[config.mk]
export PLATFORM = sky130hd
export DESIGN_NAME = dm_port_arbiter_flat
export DESIGN_NICKNAME = d
export VERILOG_FILES = /design/src/rtl/dm_arb_pkg.sv /design/src/rtl/dm_port_arbiter_if.sv /design/src/rtl/dm_arb_starve_cnt.sv /design/src/rtl/dm_port_arbiter.sv /design/src/flat_wrapper.sv
export SDC_FILE = /design/constraint.sdc
export NUM_CORES = 1
export LEC_CHECK = 0
export ABC_AREA = 0
export BUFFER_PORTS_ARGS = -buffer_cell sky130_fd_sc_hd__buf_2
export CAP_MARGIN = 30
export CORE_AREA = 2 2 100 102
export DETAILED_ROUTE_END_ITERATION = 7
export DIE_AREA = 0 0 102 104
export PLACE_DENSITY = 0.49
export SLEW_MARGIN = 5
export SYNTH_ARGS = -nofsm -noshare
export SYNTH_HDL_FRONTEND = slang
export SYNTH_SLANG_ARGS = --single-unit
[constraint.sdc]
create_clock -name clk -period 1.27 [get_ports clk]
set_input_delay 0.254 -clock clk [delete_from_list [all_inputs] [get_ports clk]]
set_output_delay 0.254 -clock clk [all_outputs]
set_load 0.01 [all_outputs]
[src/rtl/dm_arb_pkg.sv]
// Shared types and constants for the data-memory port arbiter.
// Owner states record which requester was granted in the previous cycle.
package dm_arb_pkg;

    typedef enum logic [1:0] {
        IDLE,
        CPU,
        DBG,
        DBG_LOCK
    } owner_e;

    localparam logic [3:0] WEB_RD = 4'b1111;
    localparam int         DATA_W = 32;

endpackage

[src/rtl/dm_port_arbiter_if.sv]
// Bundle of CPU, debug and DM pin signals around the arbiter.
// "slave" is the arbiter's view; "master" is the requesters/memory side.
interface dm_port_arbiter_if #(
    parameter int ADDR_W = 14
);
    import dm_arb_pkg::*;

    logic              cpu_req;
    logic [3:0]        cpu_web;
    logic [ADDR_W-1:0] cpu_addr;
    logic [DATA_W-1:0] cpu_wdata;
    logic              cpu_gnt;
    logic              cpu_stall;
    logic              cpu_rvalid;
    logic [DATA_W-1:0] cpu_rdata;

    logic              dbg_req;
    logic              dbg_lock;
    logic [3:0]        dbg_web;
    logic [ADDR_W-1:0] dbg_addr;
    logic [DATA_W-1:0] dbg_wdata;
    logic              dbg_gnt;
    logic              dbg_rvalid;
    logic [DATA_W-1:0] dbg_rdata;

    logic              dm_cs;
    logic [3:0]        dm_web;
    logic [ADDR_W-1:0] dm_addr;
    logic [DATA_W-1:0] dm_di;
    logic [DATA_W-1:0] dm_do;

    modport slave (
        input  cpu_req, cpu_web, cpu_addr, cpu_wdata,
        output cpu_gnt, cpu_stall, cpu_rvalid, cpu_rdata,
        input  dbg_req, dbg_lock, dbg_web, dbg_addr, dbg_wdata,
        output dbg_gnt, dbg_rvalid, dbg_rdata,
        output dm_cs, dm_web, dm_addr, dm_di,
        input  dm_do
    );

    modport master (
        output cpu_req, cpu_web, cpu_addr, cpu_wdata,
        input  cpu_gnt, cpu_stall, cpu_rvalid, cpu_rdata,
        output dbg_req, dbg_lock, dbg_web, dbg_addr, dbg_wdata,
        input  dbg_gnt, dbg_rvalid, dbg_rdata,
        input  dm_cs, dm_web, dm_addr, dm_di,
        output dm_do
    );

endinterface

[src/rtl/dm_arb_starve_cnt.sv]
// Debug starvation counter: counts consecutive denied debug cycles and
// raises force_dbg once MAX_WAIT is reached (used with DM_ARB_STARVE_EN).
module dm_arb_starve_cnt #(
    parameter int MAX_WAIT = 4
) (
    input  logic clk,
    input  logic rst,
    input  logic dbg_req,
    input  logic dbg_gnt,
    output logic force_dbg
);

    localparam int              CNT_W   = $clog2(MAX_WAIT + 1);
    localparam logic [CNT_W-1:0] CNT_MAX = CNT_W'(MAX_WAIT);

    logic [CNT_W-1:0] wait_cnt;

    // Saturating count; force_dbg depends only on the register, so the
    // grant logic that consumes it never forms a combinational loop.
    always_ff @(posedge clk or posedge rst) begin
        if (rst) begin
            wait_cnt <= '0;
        end else if (!dbg_req || dbg_gnt) begin
            wait_cnt <= '0;
        end else if (wait_cnt != CNT_MAX) begin
            wait_cnt <= wait_cnt + 1'b1;
        end
    end

    assign force_dbg = (wait_cnt == CNT_MAX);

endmodule

[src/rtl/dm_port_arbiter.sv]
// Two-requester arbiter for the single-port data memory: CPU has fixed
// priority, debug can lock bursts. Optional starvation guard: DM_ARB_STARVE_EN.
module dm_port_arbiter
    import dm_arb_pkg::*;
#(
    parameter int ADDR_W = 14
`ifdef DM_ARB_STARVE_EN
    , parameter int MAX_WAIT = 4
`endif
) (
    input  logic              clk,
    input  logic              rst,
    dm_port_arbiter_if.slave  bus
);

    owner_e     state;
    logic [1:0] rd_owner;
    logic       cpu_gnt;
    logic       dbg_gnt;
    logic       force_dbg;

`ifdef DM_ARB_STARVE_EN
    dm_arb_starve_cnt #(
        .MAX_WAIT (MAX_WAIT)
    ) u_starve_cnt (
        .clk       (clk),
        .rst       (rst),
        .dbg_req   (bus.dbg_req),
        .dbg_gnt   (dbg_gnt),
        .force_dbg (force_dbg)
    );
`else
    assign force_dbg = 1'b0;
`endif

    always_comb begin
        cpu_gnt = 1'b0;
        dbg_gnt = 1'b0;
        if (state == DBG_LOCK) begin
            dbg_gnt = bus.dbg_req;
        end else if (force_dbg && bus.dbg_req) begin
            dbg_gnt = 1'b1;
        end else if (bus.cpu_req) begin
            cpu_gnt = 1'b1;
        end else begin
            dbg_gnt = bus.dbg_req;
        end
    end

    assign bus.cpu_gnt   = cpu_gnt;
    assign bus.dbg_gnt   = dbg_gnt;
    assign bus.cpu_stall = bus.cpu_req & ~cpu_gnt;

    always_comb begin
        bus.dm_cs   = 1'b0;
        bus.dm_web  = WEB_RD;
        bus.dm_addr = {ADDR_W{1'b0}};
        bus.dm_di   = '0;
        if (cpu_gnt) begin
            bus.dm_cs   = 1'b1;
            bus.dm_web  = bus.cpu_web;
            bus.dm_addr = bus.cpu_addr;
            bus.dm_di   = bus.cpu_wdata;
        end else if (dbg_gnt) begin
            bus.dm_cs   = 1'b1;
            bus.dm_web  = bus.dbg_web;
            bus.dm_addr = bus.dbg_addr;
            bus.dm_di   = bus.dbg_wdata;
        end
    end

    // rd_owner remembers who issued a read so the late DM data returns to them.
    always_ff @(posedge clk or posedge rst) begin
        if (rst) begin
            state    <= IDLE;
            rd_owner <= 2'b00;
        end else begin
            if (cpu_gnt) begin
                state <= CPU;
            end else if (dbg_gnt) begin
                state <= bus.dbg_lock ? DBG_LOCK : DBG;
            end else begin
                state <= IDLE;
            end
            rd_owner <= {cpu_gnt && (bus.cpu_web == WEB_RD),
                         dbg_gnt && (bus.dbg_web == WEB_RD)};
        end
    end

    assign bus.cpu_rvalid = rd_owner[1];
    assign bus.dbg_rvalid = rd_owner[0];
    assign bus.cpu_rdata  = rd_owner[1] ? bus.dm_do : '0;
    assign bus.dbg_rdata  = rd_owner[0] ? bus.dm_do : '0;

endmodule

[src/flat_wrapper.sv]
// flat-port wrapper written by rule: the top's interface ports become plain ports
module dm_port_arbiter_flat import dm_arb_pkg::*;
#(
    parameter int ADDR_W = 14

)
  (clk, rst, bus_cpu_req, bus_cpu_web, bus_cpu_addr, bus_cpu_wdata, bus_cpu_gnt, bus_cpu_stall, bus_cpu_rvalid, bus_cpu_rdata, bus_dbg_req, bus_dbg_lock, bus_dbg_web, bus_dbg_addr, bus_dbg_wdata, bus_dbg_gnt, bus_dbg_rvalid, bus_dbg_rdata, bus_dm_cs, bus_dm_web, bus_dm_addr, bus_dm_di, bus_dm_do);
  dm_port_arbiter_if #(.ADDR_W(ADDR_W)) bus_i ();
  input  logic clk;
  input  logic rst;
  input wire logic [$bits(bus_i.cpu_req)-1:0] bus_cpu_req;
  input wire logic [$bits(bus_i.cpu_web)-1:0] bus_cpu_web;
  input wire logic [$bits(bus_i.cpu_addr)-1:0] bus_cpu_addr;
  input wire logic [$bits(bus_i.cpu_wdata)-1:0] bus_cpu_wdata;
  output wire logic [$bits(bus_i.cpu_gnt)-1:0] bus_cpu_gnt;
  output wire logic [$bits(bus_i.cpu_stall)-1:0] bus_cpu_stall;
  output wire logic [$bits(bus_i.cpu_rvalid)-1:0] bus_cpu_rvalid;
  output wire logic [$bits(bus_i.cpu_rdata)-1:0] bus_cpu_rdata;
  input wire logic [$bits(bus_i.dbg_req)-1:0] bus_dbg_req;
  input wire logic [$bits(bus_i.dbg_lock)-1:0] bus_dbg_lock;
  input wire logic [$bits(bus_i.dbg_web)-1:0] bus_dbg_web;
  input wire logic [$bits(bus_i.dbg_addr)-1:0] bus_dbg_addr;
  input wire logic [$bits(bus_i.dbg_wdata)-1:0] bus_dbg_wdata;
  output wire logic [$bits(bus_i.dbg_gnt)-1:0] bus_dbg_gnt;
  output wire logic [$bits(bus_i.dbg_rvalid)-1:0] bus_dbg_rvalid;
  output wire logic [$bits(bus_i.dbg_rdata)-1:0] bus_dbg_rdata;
  output wire logic [$bits(bus_i.dm_cs)-1:0] bus_dm_cs;
  output wire logic [$bits(bus_i.dm_web)-1:0] bus_dm_web;
  output wire logic [$bits(bus_i.dm_addr)-1:0] bus_dm_addr;
  output wire logic [$bits(bus_i.dm_di)-1:0] bus_dm_di;
  input wire logic [$bits(bus_i.dm_do)-1:0] bus_dm_do;
  assign bus_i.cpu_req = bus_cpu_req;
  assign bus_i.cpu_web = bus_cpu_web;
  assign bus_i.cpu_addr = bus_cpu_addr;
  assign bus_i.cpu_wdata = bus_cpu_wdata;
  assign bus_cpu_gnt = bus_i.cpu_gnt;
  assign bus_cpu_stall = bus_i.cpu_stall;
  assign bus_cpu_rvalid = bus_i.cpu_rvalid;
  assign bus_cpu_rdata = bus_i.cpu_rdata;
  assign bus_i.dbg_req = bus_dbg_req;
  assign bus_i.dbg_lock = bus_dbg_lock;
  assign bus_i.dbg_web = bus_dbg_web;
  assign bus_i.dbg_addr = bus_dbg_addr;
  assign bus_i.dbg_wdata = bus_dbg_wdata;
  assign bus_dbg_gnt = bus_i.dbg_gnt;
  assign bus_dbg_rvalid = bus_i.dbg_rvalid;
  assign bus_dbg_rdata = bus_i.dbg_rdata;
  assign bus_dm_cs = bus_i.dm_cs;
  assign bus_dm_web = bus_i.dm_web;
  assign bus_dm_addr = bus_i.dm_addr;
  assign bus_dm_di = bus_i.dm_di;
  assign bus_i.dm_do = bus_dm_do;
  dm_port_arbiter #(.ADDR_W(ADDR_W)) u_core (.clk(clk), .rst(rst), .bus(bus_i));
endmodule
Word level (Yosys, flattened, before mapping)
Index checks and enable logic that the tools add are counted.
W data, S select, Z words.
- bits in registers: 4
- latch bits: 0
- bits in writable memories: 0
- ROM bits: 0
- input port bits: 137
- logic and storage cells: 26
- memories kept: 0
- add/sub/neg operators: 0
- multiply operators: 0
- divide/modulo/power cells: 0
- $lt $le $gt $ge: 0
- equality and inequality tests: 3
- shift operators: 0
- muxes and demuxes: 17
- bitwise logic cells: 2
- reduce and logical (&&, ||, !) cells: 2
- operators by type and width (cell ; count):
    $mux W32 ; 4
    $mux W14 ; 2
    $eq A4 B4 Y1 const B ; 2
    $mux W4 ; 2
    $mux W1 ; 7
    $mux W2 ; 2
    $eq A2 B2 Y1 const B ; 1
    $logic_and A1 B1 Y1 ; 2
    $and A1 B1 Y1 ; 1
    $not A1 Y1 ; 1

Logic depth before layout (Yosys ltp)
Gate-level depths: netlist (run 1).
- depth after elaboration: 4
- mapped depth: 5
- gate-level depth less buffers: 3

Least setup slack after synthesis (run 1)
OpenSTA, ideal clock, no wires.
- path type: flip-flop to output port
- start: register u_core.state[1]
- end: output bus_dm_di[14]
- arrival: 1.084 ns
- data required time: 1.016 ns
- path slack: -0.068 ns
- cell stages (with the launch flop): 5
- buffers on the path: 2
- cells stage by stage: dfrtp_1 -> a21bo_2 -> buf_6 -> buf_6 -> mux2i_1
- word-level cells in the longest chain between the ends: 4
- ends and longest elaborated chain (what ; line ; text):
    start: declaration ; dm_port_arbiter.sv:16 ; owner_e state;
    start signal: assignment ; dm_port_arbiter.sv:81 ; state <= bus.dbg_lock ? DBG_LOCK : DBG;
    $eq A2 B2 Y1 * ; dm_port_arbiter.sv:39 ; if (state == DBG_LOCK) begin
    $mux W1 ; dm_port_arbiter.sv:39 ;
    $mux W32 ; dm_port_arbiter.sv:64 ; end else if (dbg_gnt) begin
    $mux W32 * ; dm_port_arbiter.sv:59 ; if (cpu_gnt) begin
    end: declaration ; flat_wrapper.sv:30 ; output wire logic [$bits(bus_i.dm_di)-1:0] bus_dm_di;
Mark *: on every way between the ends. The rest lies on a longest branch, timed or not.

Worst setup path after layout (run 1)
- start: register u_core.state[1]
- end: output bus_dm_addr[9]
- word-level cells in the longest chain between the ends: 4
- ends and longest elaborated chain (what ; line ; text):
    $eq A2 B2 Y1 * ; dm_port_arbiter.sv:39 ;
    $mux W1 ; dm_port_arbiter.sv:39 ;
    $mux W14 ; dm_port_arbiter.sv:64 ;
    $mux W14 * ; dm_port_arbiter.sv:59 ;
    end: declaration ; flat_wrapper.sv:29 ; output wire logic [$bits(bus_i.dm_addr)-1:0] bus_dm_addr;
Marks and branches as above.

==> results of run 1 <==
-- where the power goes --
group	internal, mW	switching [mW]
clock network	0.201	0.0596
logic	0.786	0.591
registers	0.134	0.00418
-- critical path: cells and delay by family (launching register included) --
| kind | cells | cell delay (ps) |
|---|---|---|
| AO/OA/AOI/OAI | 1 | 270 |
| multiplexers | 1 | 170 |
| flip-flops | 1 | 370 |
| buffers and inverters | 3 | 450 |
-- registers in the layout (all words and copies together) (netlist names) --
register / flops
u_core.state: 2
u_core.rd_owner: 2
-- cell usage after synthesis --
cell / n / area [µm²]
and3_1: 1 / 6.26
buf_2: 2 / 10.0
dfrtp_1: 4 / 100
a21bo_2: 1 / 10.0
nand2_1: 49 / 184
nor3_2: 1 / 10.0
nand2b_1: 4 / 25.0
and2_1: 64 / 400
nand4_1: 2 / 12.5
inv_2: 1 / 3.75
buf_4: 1 / 7.51
nor2_1: 3 / 11.3
buf_8: 3 / 45.0
mux2i_1: 46 / 460
mux2_2: 4 / 45.0
clkbuf_1: 8 / 30.0
buf_6: 3 / 33.8
inv_1: 48 / 180
-- routing by layer --
layer,GRT usage [%],part of all wire [%],vias up
li1,-,-,1280
met2,32.7,57,163
met1,14.2,33,1191
met3,2.35,9.1,10
met5,0,0,-
met4,3.43,1.5,0
-- metrics by stage --
stage                     setup slack (ps)  hold WS, ps  std cells
after floorplan                      -55.2         20.1        245
after global placement                -323          144        632
after detailed placement              -340          140        632
after CTS                             -476          245        650
after global routing                  -515          261        650
final                                 -468          248        650
-- kinds of logic (layout without fill, tap and decap cells) --
logic type,count (synthesis),count (layout)
AOI/OAI and AO/OA,1,1
buffers and inverters,66,337
muxes,50,50
other,0,1
DFF,4,4
and+or+nand+nor,124,124
-- final cells by class --
| class | instances | area share (%) |
|---|---|---|
| antenna | 1 | 0.0532 |
| clock buffer | 3 | 0.878 |
| inverter | 49 | 3.91 |
| multi-input combinational | 175 | 40.5 |
| sequential | 4 | 2.18 |
| tap | 133 | 3.54 |
| timing repair buffer | 285 | 48.9 |
-- timing repair --
action / CTS / global route
hold buffers: 1 / 0
cloned: 8 / 0
endpoints found under the hold margin: 4 / 0
pin swaps: 11 / 14
setup endpoints to repair: 117 / 120
resized for setup: 80 / 86
setup buffers: 6 / 4
-- placed cells by master (no fill, tap or decap), drive strengths merged, types with 2 or more instances in the layout --
cell	netlist	layout
mux2i	46	46
and2	64	64
mux2	4	4
inv	49	49
clkbuf	8	3
dfrtp	4	4
nand4	2	2
buf	9	284
nor2	3	3
nand2	49	49
nand2b	4	4
-- final timing paths --
path                                      end  depth (start not counted)  slack [ps]
setup reg to reg           u_core.rd_owner[0]                          5          70
hold reg to reg               u_core.state[0]                          3         940
max in group asynchronous  u_core.rd_owner[1]                          3         630
hold / removal                u_core.state[0]                          3         250
setup / recovery               bus_dm_addr[9]                          5        -470
min in group asynchronous     u_core.state[1]                          3         480
==> run metrics, run 1 <==
final setup vio count about 120; Setup crit start kind flip-flop; Fin Clk Skew about 0.56 ps; failing checks setup timing; area grow syn2layout 199%; wire per inst around 14 µm; mux share of post-synthesis cell area 32.1%; Synth Area in XOR/XNOR 0%; Seq/Total Area, Yosys between 6 and 7%; Syn Area/Cell about 6.4 µm²; IO Pins around 260; Synth Area in Adders 0%; Ys Warns 0; main combinational cell family by area after synthesis simple AND/OR/NAND/NOR gates; Final Cycle Share 137%; DR pass1 iterations 4; area taken by multi-input logic gates 1910 µm²; overflow left after global routing 0; total core area 9550 µm²; MaxCap Viol Count 0; max frequency between 500 and 600 MHz; Clock Pin Slew Worst Setup and Hold Paths 30 ps; worst slew pin tran around 230 ps; Post-Syn Area 1580 µm²; Sequential Area between 100 and 150 µm²; number of synthesized register bits 4; share of layout cells above drive strength 1 about 80%; Synth Area in Compound Gates less than 1%; Synth Net Count approximately 380; CP Data Arrival Time around 1500 ps; TNS Setup -30120 ps; Final nets around 660; cells after synthesis around 250; first-pass GRT wire length about 13000 µm; Critical R2R Launch u_core.state[1]; Slew Limit Headroom between 80% and 90%; min-delay src bus_dbg_lock; root buffer cell clkbuf_8; crit end category output port; design area between 4000 and 5000 µm²; initial antenna violation count 1; Slew Viols, Final 0; port bufs 256; Hold Vio Cnt, Final 0; unrepaired setup endpoints after global routing true; DR iter-0 viols between 60 and 70; Setup WS post-layout -468 ps; CP max stage cell dfrtp_1; # fillers ~870; status finished, violations left; fin util approximately half; crit-path most repeated cell buf_12; DR DRC count 0; DP HPWL slightly below 7000 µm; Critical Path, Cell by Cell a21bo_4 -> buf_12 -> buf_12 -> mux2i_4 -> buf_2; GRT Overall Usage approximately 15%; die width between 100 and 150 µm; Data required, critical path approximately 1000 ps; LEAKAGE ~2.5 nW; number of H-tree levels 1; CTS tree yes; post-route minimum period ~1700 ps; Num CTS Buffers 3; RD Place Congestion a little under 0.8; Hold WC Path Type in -> reg; post-route ant nets 0; Initial Utilization between 15 and 20%; Die Footprint around 11000 µm²; largest net degree at the start of global routing 25; VDD IR-drop max between 0.0002 and 0.0003 V; worst skew pair latency 210 ps; CP peak stage delay 370 ps; Max Fanout on Critical Path 10; pwr/cell area approximately 380 nW/µm²; row cnt 36; crit path kind reg -> out; Detailed Route WL ~9200 µm; Vias ~2.6k; Clock Tree Buf Depth 2; Die Ht 104 µm; Critical Path Source u_core.state[1]; Power, Total approximately 1.8 mW; Synth cell types 18; CTS sink count 4; vias in the first global route 2616; routed vias/inst ~4; Cell Area, Placed around 3700 µm²; Simple-Gate Fraction of Synth Area between 40% and 50%
Power figures use the tool's default switching activity.
==> run 2, diff against run 1 <==
==> constraint.sdc (replaced) <==
create_clock -name clk -period 1.27 [get_ports clk]
set_input_delay 0.1905 -clock clk [delete_from_list [all_inputs] [get_ports clk]]
set_output_delay 0.1905 -clock clk [all_outputs]
set_load 0.01 [all_outputs]
==> run metrics, run 2 (same netlist as run 1, synthesis figures left out) <==
status finished, violations left; failing checks setup timing; max frequency 634 MHz (+10%); Final nets 649 (-0.92%); internal power 853 µW (-24%); routed vias/inst 3.93 (-3.4%); TNS Setup -16070 ps (+14050 ps); # fillers 1003 (+16%); largest net degree at the start of global routing 34 (+36%); Data required, critical path 1080 ps (+60 ps); Comb power frac 70.3% (-7.2 points); ant diodes 0 (-1); crit end category output port; Clock Power Share 19.5% (+4.8 points); IO Pins 257 (unchanged); wire per inst 12.9 µm (-8.7%); VDD IR-drop max 0.000178 V (-30%); post-route minimum period 1580 ps (-160 ps); final setup vio count 73 (-39%); Setup WS post-layout -308 ps (+160 ps); MaxCap Viol Count 0 (unchanged); Critical Path Source u_core.state[0]; row cnt 36 (unchanged); Initial Utilization 16.5% (unchanged); total core area 9550 µm² (unchanged); Hold Vio Cnt, Final 0 (unchanged); hold path depth 3 (unchanged); area taken by multi-input logic gates 1300 µm² (-32%); CTS sink count 4 (unchanged); Hold WC Path Type in -> reg; Final Cycle Share 124% (-13 points); RD Place Congestion 0.791 (+2.0%); Slew Limit Headroom 81.2% (-3.3 points); CTS tree yes; Die Ht 104 µm (unchanged); root buffer cell clkbuf_8; DR pass1 iterations 4 (unchanged); port bufs 256 (unchanged); Num CTS Buffers 3 (unchanged); DP HPWL 6550 µm (-4.3%); pwr/cell area 372 nW/µm² (-1.6%); Clock Pin Slew Worst Setup and Hold Paths 30 ps (about the same); initial antenna violation count 0 (-1); first-pass GRT wire length 12100 µm (-4.7%); register share of total power 10.2% (+2.4 points); Die Footprint 10600 µm² (unchanged); DR iter-0 viols 44 (-28%); die width 102 µm (unchanged); most frequent cells in the layout 217 x buf_2, 49 x nand2_1, 48 x inv_1, 45 x mux2i_1; unrepaired setup endpoints after global routing true; LEAKAGE 2.39 nW (-3.6%); post-route ant nets 0 (unchanged); sw power 510 µW (-22%); most common cell after layout, fill and taps aside buf_2; Critical R2R Launch u_core.state[1]; R2R cell count 5 (unchanged); Cell Area, Placed 3040 µm² (-18%); Clock Tree Buf Depth 2 (unchanged); Switching Fraction 37.4% (+0.57 points); number of H-tree levels 1 (unchanged); Fin Clk Skew 0.757 ps (+0.194 ps); worst skew pair latency 220 ps (about the same); Setup crit start kind flip-flop; crit path kind reg -> out; Vias 2527 (-4.4%); DR DRC count 0 (unchanged); biggest regs u_core.rd_owner (2), u_core.state (2); vias in the first global route 2502 (-4.4%); share of layout cells above drive strength 1 65.3% (-13 points); Detailed Route WL 8310 µm (-9.7%); GRT Overall Usage 14.4% (-0.87 points); CP Data Arrival Time 1390 ps (-90 ps); overflow left after global routing 0 (unchanged); min-delay src bus_dbg_lock; Slew Viols, Final 0 (unchanged); worst slew pin tran 282 ps (+49.3 ps); area grow syn2layout 133%; Sequential Area 101 µm² (-1.2%); Max Fanout on Critical Path 4 (-6); design area 3670 µm² (-22%)
run 2: final timing paths:
kind,end,slack [ps]
max,bus_dm_web[0],-310
min,u_core.state[0],180
max reg2reg,u_core.rd_owner[0],60
min reg2reg,u_core.state[0],880
max in group asynchronous,u_core.rd_owner[0],700
min in group asynchronous,u_core.state[1],410
run 2: critical path: stages (launching register included):
cell and delay [ps]:
dfrtp_1 370, buf_4 150, a21bo_4 230, mux2_2 290
buf_6 130
run 2: repair_timing:
action                     4_1_cts  5_1_grt
setup endpoints to repair       83      116
buffers inserted                 4        3
resized for setup               59       53
pin swaps                       21       10
hold buffers                     1        0
cloned                           6        0
hold endpoints to repair         4        0
run 2: area by class of cell:
cell class / count / area share (%)
Inverter: 49 / 5.02
Multi-Input combinational cell: 176 / 35.4
Sequential cell: 4 / 2.76
Timing Repair Buffer: 278 / 51.1
Tap cell: 133 / 4.54
Clock buffer: 3 / 1.13
run 2: through the flow:
stage                     std cells  hold WS [ps]  utilization, %  setup slack (ps)  total power [mW]
after floorplan                 245         -43.4               -             -4.76             0.553
after global placement          629          74.6            31.9             -97.1             0.986
after detailed placement        629          73.6            31.9              -119             0.997
after global routing            643           213            38.4              -370              1.46
final                           643           180            38.4              -308              1.36
after CTS                       643           177            36.8              -317              1.36
run 2: power groups by stage:
stage	Combinational [mW]	Sequential, mW	Clock (mW)
final	0.958	0.138	0.266
after global routing	1.05	0.139	0.280
after CTS	0.952	0.139	0.270
after detailed placement	0.859	0.139	0
after global placement	0.848	0.138	0
after floorplan	0.415	0.138	0
run 2: layer usage:
metal | routed length [µm] | track usage (%) | share of wire [%] | vias up
met3 | 749 | 2.28 | 9.0 | 8
met1 | 2900 | 14.6 | 35 | 1096
li1 | - | - | - | 1263
met4 | 100 | 2.86 | 1.2 | 0
met5 | 0 | 0 | 0 | -
met2 | 4560 | 29.6 | 55 | 160
